==> config.mk <==
export PLATFORM = sky130hd
export DESIGN_NAME = bsr_meta_walker
export DESIGN_NICKNAME = d
export VERILOG_FILES = /design/src/rtl/bsr_pkg.sv /design/src/rtl/bsr_meta_walker.sv
export SDC_FILE = /design/constraint.sdc
export NUM_CORES = 1
export LEC_CHECK = 0
export ABC_AREA = 0
export BUFFER_PORTS_ARGS = -buffer_cell sky130_fd_sc_hd__buf_2
export CORE_UTILIZATION = 53
export CTS_CLUSTER_SIZE = 20
export DETAILED_ROUTE_END_ITERATION = 12
export PLACE_DENSITY = 0.81
export SLEW_MARGIN = 25
export SYNTH_ARGS = -nofsm -noshare
export SYNTH_HDL_FRONTEND = slang
export SYNTH_SLANG_ARGS = --single-unit
==> constraint.sdc <==
create_clock -name clk -period 11.55 [get_ports clk]
set_input_delay 1.7325 -clock clk [delete_from_list [all_inputs] [get_ports clk]]
set_output_delay 1.7325 -clock clk [all_outputs]
set_load 0.01 [all_outputs]
==> src/rtl/bsr_pkg.sv <==
// Shared definitions for the BSR metadata walker and its downstream scheduler:
// walker states, default widths and the block descriptor layout.
package bsr_pkg;

    localparam int BSR_DATA_WIDTH = 32;
    localparam int BSR_ADDR_WIDTH = 32;
    localparam int BSR_ROW_WIDTH  = 16;

    typedef enum logic [3:0] {
        ST_IDLE    = 4'd0,
        ST_REQ_P0  = 4'd1,
        ST_WAIT_P0 = 4'd2,
        ST_REQ_PN  = 4'd3,
        ST_WAIT_PN = 4'd4,
        ST_REQ_C   = 4'd5,
        ST_WAIT_C  = 4'd6,
        ST_EMIT    = 4'd7,
        ST_FIN     = 4'd8
    } walk_state_e;

    typedef struct packed {
        logic [BSR_ROW_WIDTH-1:0]  row;
        logic [BSR_ROW_WIDTH-1:0]  col;
        logic [BSR_DATA_WIDTH-1:0] idx;
        logic                      row_first;
        logic                      row_last;
    } blk_desc_t;

    function automatic logic is_req_state(input walk_state_e st);
        return (st == ST_REQ_P0) || (st == ST_REQ_PN) || (st == ST_REQ_C);
    endfunction

    function automatic logic is_wait_state(input walk_state_e st);
        return (st == ST_WAIT_P0) || (st == ST_WAIT_PN) || (st == ST_WAIT_C);
    endfunction

endpackage

==> src/rtl/bsr_meta_walker.sv <==
// Walks a BSR matrix one block-row at a time, fetching row_ptr/col_idx words
// through meta_decode and emitting one descriptor per nonzero block.
module bsr_meta_walker
    import bsr_pkg::*;
#(
    parameter int DATA_WIDTH = BSR_DATA_WIDTH,
    parameter int ADDR_WIDTH = BSR_ADDR_WIDTH,
    parameter int ROW_WIDTH  = BSR_ROW_WIDTH
) (
    input  logic                  clk,
    input  logic                  rst,
    input  logic                  start,
    input  logic [ROW_WIDTH-1:0]  cfg_num_rows,
    input  logic [ADDR_WIDTH-1:0] cfg_row_ptr_base,
    input  logic [ADDR_WIDTH-1:0] cfg_col_idx_base,
    output logic                  busy,
    output logic                  done,
    output logic                  err_bad_ptr,
    output logic                  req_valid,
    output logic [ADDR_WIDTH-1:0] req_addr,
    input  logic                  req_ready,
    input  logic                  meta_valid,
    input  logic [DATA_WIDTH-1:0] meta_rdata,
    output logic                  meta_ready,
    output logic                  blk_valid,
    input  logic                  blk_ready,
    output logic [ROW_WIDTH-1:0]  blk_row,
    output logic [ROW_WIDTH-1:0]  blk_col,
    output logic [DATA_WIDTH-1:0] blk_idx,
    output logic                  blk_row_first,
    output logic                  blk_row_last,
    output logic [31:0]           stat_blocks
);

    walk_state_e           state_q, state_d;
    logic [ROW_WIDTH-1:0]  num_rows_q, num_rows_d;
    logic [ADDR_WIDTH-1:0] rp_base_q, rp_base_d;
    logic [ADDR_WIDTH-1:0] ci_base_q, ci_base_d;
    logic [DATA_WIDTH-1:0] ptr_cur_q, ptr_cur_d;
    logic [DATA_WIDTH-1:0] ptr_next_q, ptr_next_d;
    logic [DATA_WIDTH-1:0] k_q, k_d;
    logic [ROW_WIDTH-1:0]  r_q, r_d;

    logic                  busy_q, busy_d;
    logic                  done_q, done_d;
    logic                  err_q, err_d;
    logic                  req_valid_q, req_valid_d;
    logic [ADDR_WIDTH-1:0] req_addr_q, req_addr_d;
    logic                  meta_ready_q, meta_ready_d;
    logic                  blk_valid_q, blk_valid_d;
    blk_desc_t             desc_q, desc_d;
    logic [31:0]           stat_q, stat_d;

    logic                  row_adv;
    logic [DATA_WIDTH-1:0] k_inc;

    assign k_inc = k_q + DATA_WIDTH'(1);

    always_comb begin
        state_d     = state_q;
        num_rows_d  = num_rows_q;
        rp_base_d   = rp_base_q;
        ci_base_d   = ci_base_q;
        ptr_cur_d   = ptr_cur_q;
        ptr_next_d  = ptr_next_q;
        k_d         = k_q;
        r_d         = r_q;
        err_d       = err_q;
        blk_valid_d = blk_valid_q;
        desc_d      = desc_q;
        stat_d      = stat_q;
        done_d      = 1'b0;
        row_adv     = 1'b0;

        case (state_q)
            ST_IDLE: begin
                if (start) begin
                    num_rows_d = cfg_num_rows;
                    rp_base_d  = cfg_row_ptr_base;
                    ci_base_d  = cfg_col_idx_base;
                    ptr_cur_d  = '0;
                    ptr_next_d = '0;
                    k_d        = '0;
                    r_d        = '0;
                    err_d      = 1'b0;
                    stat_d     = '0;
                    if (cfg_num_rows == '0) begin
                        done_d = 1'b1;
                    end else begin
                        state_d = ST_REQ_P0;
                    end
                end
            end
            ST_REQ_P0: if (req_ready) state_d = ST_WAIT_P0;
            ST_WAIT_P0: begin
                if (meta_valid) begin
                    ptr_cur_d = meta_rdata;
                    r_d       = '0;
                    state_d   = ST_REQ_PN;
                end
            end
            ST_REQ_PN: if (req_ready) state_d = ST_WAIT_PN;
            ST_WAIT_PN: begin
                if (meta_valid) begin
                    ptr_next_d = meta_rdata;
                    if (meta_rdata < ptr_cur_q) begin
                        err_d   = 1'b1;
                        state_d = ST_FIN;
                    end else if (meta_rdata == ptr_cur_q) begin
                        row_adv = 1'b1;
                    end else begin
                        k_d     = ptr_cur_q;
                        state_d = ST_REQ_C;
                    end
                end
            end
            ST_REQ_C: if (req_ready) state_d = ST_WAIT_C;
            ST_WAIT_C: begin
                if (meta_valid) begin
                    desc_d.row       = BSR_ROW_WIDTH'(r_q);
                    desc_d.col       = BSR_ROW_WIDTH'(meta_rdata[ROW_WIDTH-1:0]);
                    desc_d.idx       = BSR_DATA_WIDTH'(k_q);
                    desc_d.row_first = (k_q == ptr_cur_q);
                    desc_d.row_last  = (k_inc == ptr_next_q);
                    blk_valid_d      = 1'b1;
                    state_d          = ST_EMIT;
                end
            end
            ST_EMIT: begin
                if (blk_ready) begin
                    blk_valid_d = 1'b0;
                    stat_d      = stat_q + 32'd1;
                    k_d         = k_inc;
                    if (k_inc == ptr_next_q) begin
                        row_adv = 1'b1;
                    end else begin
                        state_d = ST_REQ_C;
                    end
                end
            end
            ST_FIN:  state_d = ST_IDLE;
            default: state_d = ST_IDLE;
        endcase

        // Row advance compares the pre-increment row against the last row index.
        if (row_adv) begin
            ptr_cur_d = ptr_next_d;
            r_d       = r_q + ROW_WIDTH'(1);
            state_d   = (r_q == num_rows_q - ROW_WIDTH'(1)) ? ST_FIN : ST_REQ_PN;
        end

        // Handshake outputs are registered from the next state so they line up with it.
        req_valid_d  = is_req_state(state_d);
        meta_ready_d = (state_d == ST_IDLE) || is_wait_state(state_d);
        busy_d       = (state_d != ST_IDLE);
        if (state_d == ST_FIN) done_d = 1'b1;

        case (state_d)
            ST_REQ_P0: req_addr_d = rp_base_d;
            ST_REQ_PN: req_addr_d = rp_base_d + ADDR_WIDTH'(r_d) + ADDR_WIDTH'(1);
            ST_REQ_C:  req_addr_d = ci_base_d + ADDR_WIDTH'(k_d);
            default:   req_addr_d = '0;
        endcase
    end

    always_ff @(posedge clk or posedge rst) begin
        if (rst) begin
            state_q      <= ST_IDLE;
            num_rows_q   <= '0;
            rp_base_q    <= '0;
            ci_base_q    <= '0;
            ptr_cur_q    <= '0;
            ptr_next_q   <= '0;
            k_q          <= '0;
            r_q          <= '0;
            busy_q       <= 1'b0;
            done_q       <= 1'b0;
            err_q        <= 1'b0;
            req_valid_q  <= 1'b0;
            req_addr_q   <= '0;
            meta_ready_q <= 1'b1;
            blk_valid_q  <= 1'b0;
            desc_q       <= '0;
            stat_q       <= '0;
        end else begin
            state_q      <= state_d;
            num_rows_q   <= num_rows_d;
            rp_base_q    <= rp_base_d;
            ci_base_q    <= ci_base_d;
            ptr_cur_q    <= ptr_cur_d;
            ptr_next_q   <= ptr_next_d;
            k_q          <= k_d;
            r_q          <= r_d;
            busy_q       <= busy_d;
            done_q       <= done_d;
            err_q        <= err_d;
            req_valid_q  <= req_valid_d;
            req_addr_q   <= req_addr_d;
            meta_ready_q <= meta_ready_d;
            blk_valid_q  <= blk_valid_d;
            desc_q       <= desc_d;
            stat_q       <= stat_d;
        end
    end

    assign busy          = busy_q;
    assign done          = done_q;
    assign err_bad_ptr   = err_q;
    assign req_valid     = req_valid_q;
    assign req_addr      = req_addr_q;
    assign meta_ready    = meta_ready_q;
    assign blk_valid     = blk_valid_q;
    assign blk_row       = ROW_WIDTH'(desc_q.row);
    assign blk_col       = ROW_WIDTH'(desc_q.col);
    assign blk_idx       = DATA_WIDTH'(desc_q.idx);
    assign blk_row_first = desc_q.row_first;
    assign blk_row_last  = desc_q.row_last;
    assign stat_blocks   = stat_q;

endmodule

# Word-level counts from Yosys, hierarchy flattened
# Index checks and enable logic that the tools add are counted.
# op_classes
n_eq_ne	25
n_lt_le_gt_ge	1
n_mux	56
n_addsub	7
reduce_logical	19
# ops
cell	count
32-bit two-way mux	15
32-bit case mux with 2 select lines	3
32-bit case mux with 3 select lines	2
32-bit by 1-bit adder with 32-bit output (second input constant)	3
32-bit == test	3
4-bit two-way mux	14
16-bit two-way mux	3
32-bit by 16-bit adder with 32-bit output	1
32-bit adder	1
32-bit less-than comparator	1
16-bit case mux with 2 select lines	1
4-bit case mux with 8 select lines	1
4-bit by 3-bit == test with 1-bit output (second input constant)	7
16-bit by 1-bit adder with 16-bit output (second input constant)	1
16-bit == test	1
4-bit by 2-bit == test with 1-bit output (second input constant)	4
16-bit logical NOT	1
16-bit by 1-bit subtractor with 16-bit output (second input constant)	1
1-bit two-way mux	14
2-bit inequality test (second input constant)	5
3-bit AND reduction	3
4-bit by 1-bit == test with 1-bit output (second input constant)	2
4-bit logical NOT	2
3-bit inequality test (second input constant)	2
other kinds (8)	17
# totals
regBits	332
in_bits	118
wordCells	129

# Logic depth before layout (Yosys ltp)
# depth
depth_word	10
depth_mapped	31
mapped_depth_nobuf	30

# Worst setup path before layout
# OpenSTA, ideal clock, no wires.
# synth_path
path_type	in2reg
start	input meta_rdata[31]
end	register req_addr_q[28], in the netlist req_addr[28]
arrival_time_ns	7.811
path_buffers	2
required_time_ns	11.424
path_slack_ns	3.613
stages	27
path_cell_list	ha_1 -> nand4_1 -> nor3_1 -> nand2_1 -> or4_1 -> o21ai_0 -> nor3b_1 -> clkbuf_1 -> clkbuf_1 -> mux2i_1 -> o221ai_1 -> ha_1 -> a21o_1 -> a21oi_1 -> nor2b_1 -> o21a_1 -> o22ai_1 -> o221ai_1 -> nand4_1 -> a31oi_1 -> or4_1 -> a31oi_1 -> o21ai_0 -> a21o_1 -> a21oi_1 -> xnor2_1 -> a221o_1
# synth_between
word_cells_on_any_way	23
# synth_lines
element	line_no	rtl
start: declaration	bsr_meta_walker.sv:23	input logic [DATA_WIDTH-1:0] meta_rdata,
parallel branches: the longest is 2 deep, another holds 32-bit less-than comparator	n/a	
32-bit two-way mux *	bsr_meta_walker.sv:106	if (meta_rdata < ptr_cur_q) begin
32-bit two-way mux *	bsr_meta_walker.sv:104	if (meta_valid) begin
32-bit case mux with 3 select lines *	bsr_meta_walker.sv:75	case (state_q)
named net k_d[2]	bsr_meta_walker.sv:41	logic [DATA_WIDTH-1:0] k_q, k_d;
32-bit adder *	bsr_meta_walker.sv:161	ST_REQ_C: req_addr_d = ci_base_d + ADDR_WIDTH'(k_d);
32-bit case mux with 3 select lines *	bsr_meta_walker.sv:158	case (state_d)
named net req_addr_d[28]	bsr_meta_walker.sv:48	logic [ADDR_WIDTH-1:0] req_addr_q, req_addr_d;
end signal: assignment	bsr_meta_walker.sv:198	req_addr_q <= req_addr_d;
end: declaration	bsr_meta_walker.sv:48	
# Mark *: on every way through the listed nets, which the timed path passes.
# A chain may end at the register's enable or synchronous reset.

# Worst setup path after layout
# Ends and elaborated chain as after synthesis.

==> results.md <==
* Final max-slew violation count at 0
* Min Tclk post-route at 9.12 ns
* Worst Hold Class: reg -> reg
* CP arrival at 9.55 ns
* Site row count at 70
* RSZ-0062 raised after global routing: no
* Final hold vios at 0
* Cell area after placement at 21500 um^2
* Setup slack at placement at 2.13 ns
* Final Power at 5670 uW
* Setup TNS at 0 ns
* First-pass GRT wire length at 98400 um
* Commonest non-fill, non-tap cells in the layout: 389 x nand2_1, 331 x dfrtp_1, 253 x buf_2, 119 x nor2_1, 97 x nand3_1
* Synth Area in Adders at 5.37%
* Post-DP HPWL at 47700 um
* Final ANT Viol Nets at 0
* Initial antenna violation count at 2
* Final period util at 79.0%
* Sinks on Clock Net at 332
* Crit path max fanout at 26
* Post-synthesis sequential area ratio at between 40% and 50%
* GRT Total Usage at between 30% and 40%
* Post-Route WL at 64500 um
* Starting Density at 54.1%
* CTS resizes at 0
* Largest family of logic cells by synthesized area: simple AND/OR/NAND/NOR gates
* Xor and xnor area share after synthesis at under 10%
* Most common cell after layout, fill and taps aside: nand2_1
* Mux cell area share after synthesis at 5.86%
* Core area at 36700 um^2
* Cts hold-fix bufs at 0
* Die Footprint at 38200 um^2
* Vias in the first global route at roughly 17000
* Cell variety after synth at 81
* Setup repair bufs after CTS at 0
* Startpoint types: input port
* Initial DRC count at 1473
* Die W at around 200 um
* Io pins at 254
* Syn Inst Count at 2195
* Via density at ~6.3
* DRC at 0
* Synth Area per Inst at 9.05 um^2
* Fin nets at 2595
* Post-synthesis simple-gate area fraction at 20.5%
* Grt ovf at 0
* Root Buffer: clkbuf_16
* Clk pin slew, worst setup/hold paths at 0.06 ns
* Cell area after layout at between 20000 and 25000 um^2
* Syn nets at ~2400
* Critical Path End Type: flop
* Slew headroom at between 20% and 30%
* Die height at 196 um
* Largest net degree at the start of global routing at 134
* Clock skew at 0.0148 ns
* Routed len/inst at around 22 um
* Compound-Gate Fraction of Synth Area at around 15%
* Pwr Density at 250 nW/um^2
* Worst Max-Slew Pin Slew at between 1 and 1.5 ns
* Total of max-cap violations at 0
* Layout cells sized above 1 at ~18%
* Pre-antenna DRT Iters at 5
* Worst EP required at 11.98 ns
* H-tree levels at 2
* Global placer's final weighted congestion at just over 1
* WS Path Type: in -> reg
* Primary FF master, synth: dfrtp_1
* Area grow syn2layout at 14.3%
* EDFF count, synth at 0
* Status: complete, no violations
* Port bufs at 253
* Setup WS post-layout at 2.43 ns
* FMAX at about 0.11 GHz
* Final setup violation count at 0
* Synthesized area at 19900 um^2
* Asr flop ratio synth at 100%
* CTS tree: yes
* VDD IR-drop max at 154 uV
* CTS Buf Count at 39
* CTS max path bufs at 3
* Post-synthesis sequential element count at 332
* Pleak at 0.0114 uW
* Clk Latency, worst-skew pair at 0.56 ns
* Via count at 18100
* Synthesis Warnings at 0
-- worst paths after layout --
check | slack [ns] | cells after the start | from | to
setup / recovery | 2.43 | 28 | meta_rdata[31] | req_addr[28]
hold / removal | 0.47 | 2 | blk_idx[24] | blk_idx[24]
setup reg to reg | 3.10 | 28 | ptr_cur_q[29] | req_addr[28]
hold reg to reg | 0.47 | 2 | blk_idx[24] | blk_idx[24]
max in group asynchronous | 7.92 | 4 | rst | ci_base_q[0]
min in group asynchronous | 1.35 | 2 | rst | stat_blocks[17]
-- cell type report --
type	instances	area [um^2]
fillers	3079	14000
multi-input cells	1657	10800
flip-flops and latches	332	8310
repair buffers	280	1470
clock buffers	56	1140
well taps	468	586
inverters	83	319
clock inverters	10	82.6
diodes	2	5.00
-- report_power, final --
part | leakage (uW) | internal (uW) | switching [uW]
Clock | 0.000611 | 705 | 498
Combinational | 0.00635 | 966 | 1600
Sequential | 0.00441 | 1530 | 368
-- cell families (layout without fill, tap and decap cells) --
family,Yosys count,after routing
flops,332,332
compound gates,425,425
fa+ha+maj,84,84
xor+xnor,171,171
other cells,0,2
mux,109,109
buf+inv,206,429
simple gates,868,868
-- Yosys cell counts, drive strengths merged, types with 4 or more instances --
library cell  number  area share [%]
o21bai             5            0.19
nand4             37             1.3
or4                5            0.19
dfrtp            331              42
a21o              36             1.4
nor3              72             1.8
o21a              14            0.53
mux2              58             3.3
nor4              40             1.5
and4               7            0.31
nand3             97             2.4
buf               23            0.55
ha                82             5.2
o211ai             6            0.23
inv               83             1.6
nand4b             4            0.18
nor2             123             2.3
and2               8            0.25
or3               12            0.38
nand2            389             7.4
a31oi             17            0.54
or2                9            0.28
o22ai              4            0.13
a221o             39             2.0
a32oi              5            0.22
and3              23            0.72
nand2b            11            0.35
clkbuf           100             1.9
nor3b              5            0.19
xnor2             78             3.5
a2111oi            5            0.22
xor2              92             4.1
o21ai            101             2.6
a21oi             97             2.5
nor2b             20            0.63
mux2i             51             2.6
a211oi            10            0.38
o31ai             18            0.75
o221ai            32             1.4
-- worst max-delay path, cell delays in order --
cell and delay, ns:
buf_2 0.11, ha_1 0.30, nand4_1 0.18, nor3_1 0.40, nand2_1 0.25, or4_1 0.60
o21ai_0 0.39, nor3b_2 0.24, buf_4 0.46, o21ai_0 0.41, a221o_1 0.41, ha_1 0.23
fa_1 0.42, a21o_1 0.17, a21oi_1 0.25, nor2b_1 0.08, o21a_1 0.19, o22ai_1 0.23
o221ai_1 0.24, nand4_1 0.18, a31oi_1 0.14, or4_1 0.44, a31oi_1 0.42, o21ai_0 0.22
a21o_1 0.22, a21oi_1 0.17, xnor2_1 0.09, a221o_1 0.34
-- metrics by stage --
stage,utilization [%],instances,hold slack [ns]
2_1_floorplan,-,2195,0.446
3_3_place_gp,58.5,2820,0.460
3_5_place_dp,58.5,2820,0.467
4_1_cts,61.8,2886,0.480
5_1_grt,61.9,2888,0.512
6_report,61.9,2888,0.473
-- flip-flops by register name, indices dropped and copies added, names as in the netlist, 4 cells and up --
| name | count |
|---|---|
| ptr_next_q | 32 |
| blk_idx | 32 |
| r_q | 16 |
| ptr_cur_q | 32 |
| state_q | 4 |
| num_rows_q | 16 |
| blk_row | 16 |
| rp_base_q | 32 |
| ci_base_q | 32 |
| blk_col | 16 |
| k_q | 32 |
| req_addr | 32 |
| stat_blocks | 32 |
-- layer usage --
layer / part of all wire [%] / routed length [um] / global-route usage (%)
met5: 0 / 0 / 0
met4: 4.9 / 3160 / 16.7
met3: 7.7 / 4940 / 4.97
met2: 46 / 29700 / 52.7
met1: 41 / 26600 / 45.0
Power figures use the tool's default switching activity.
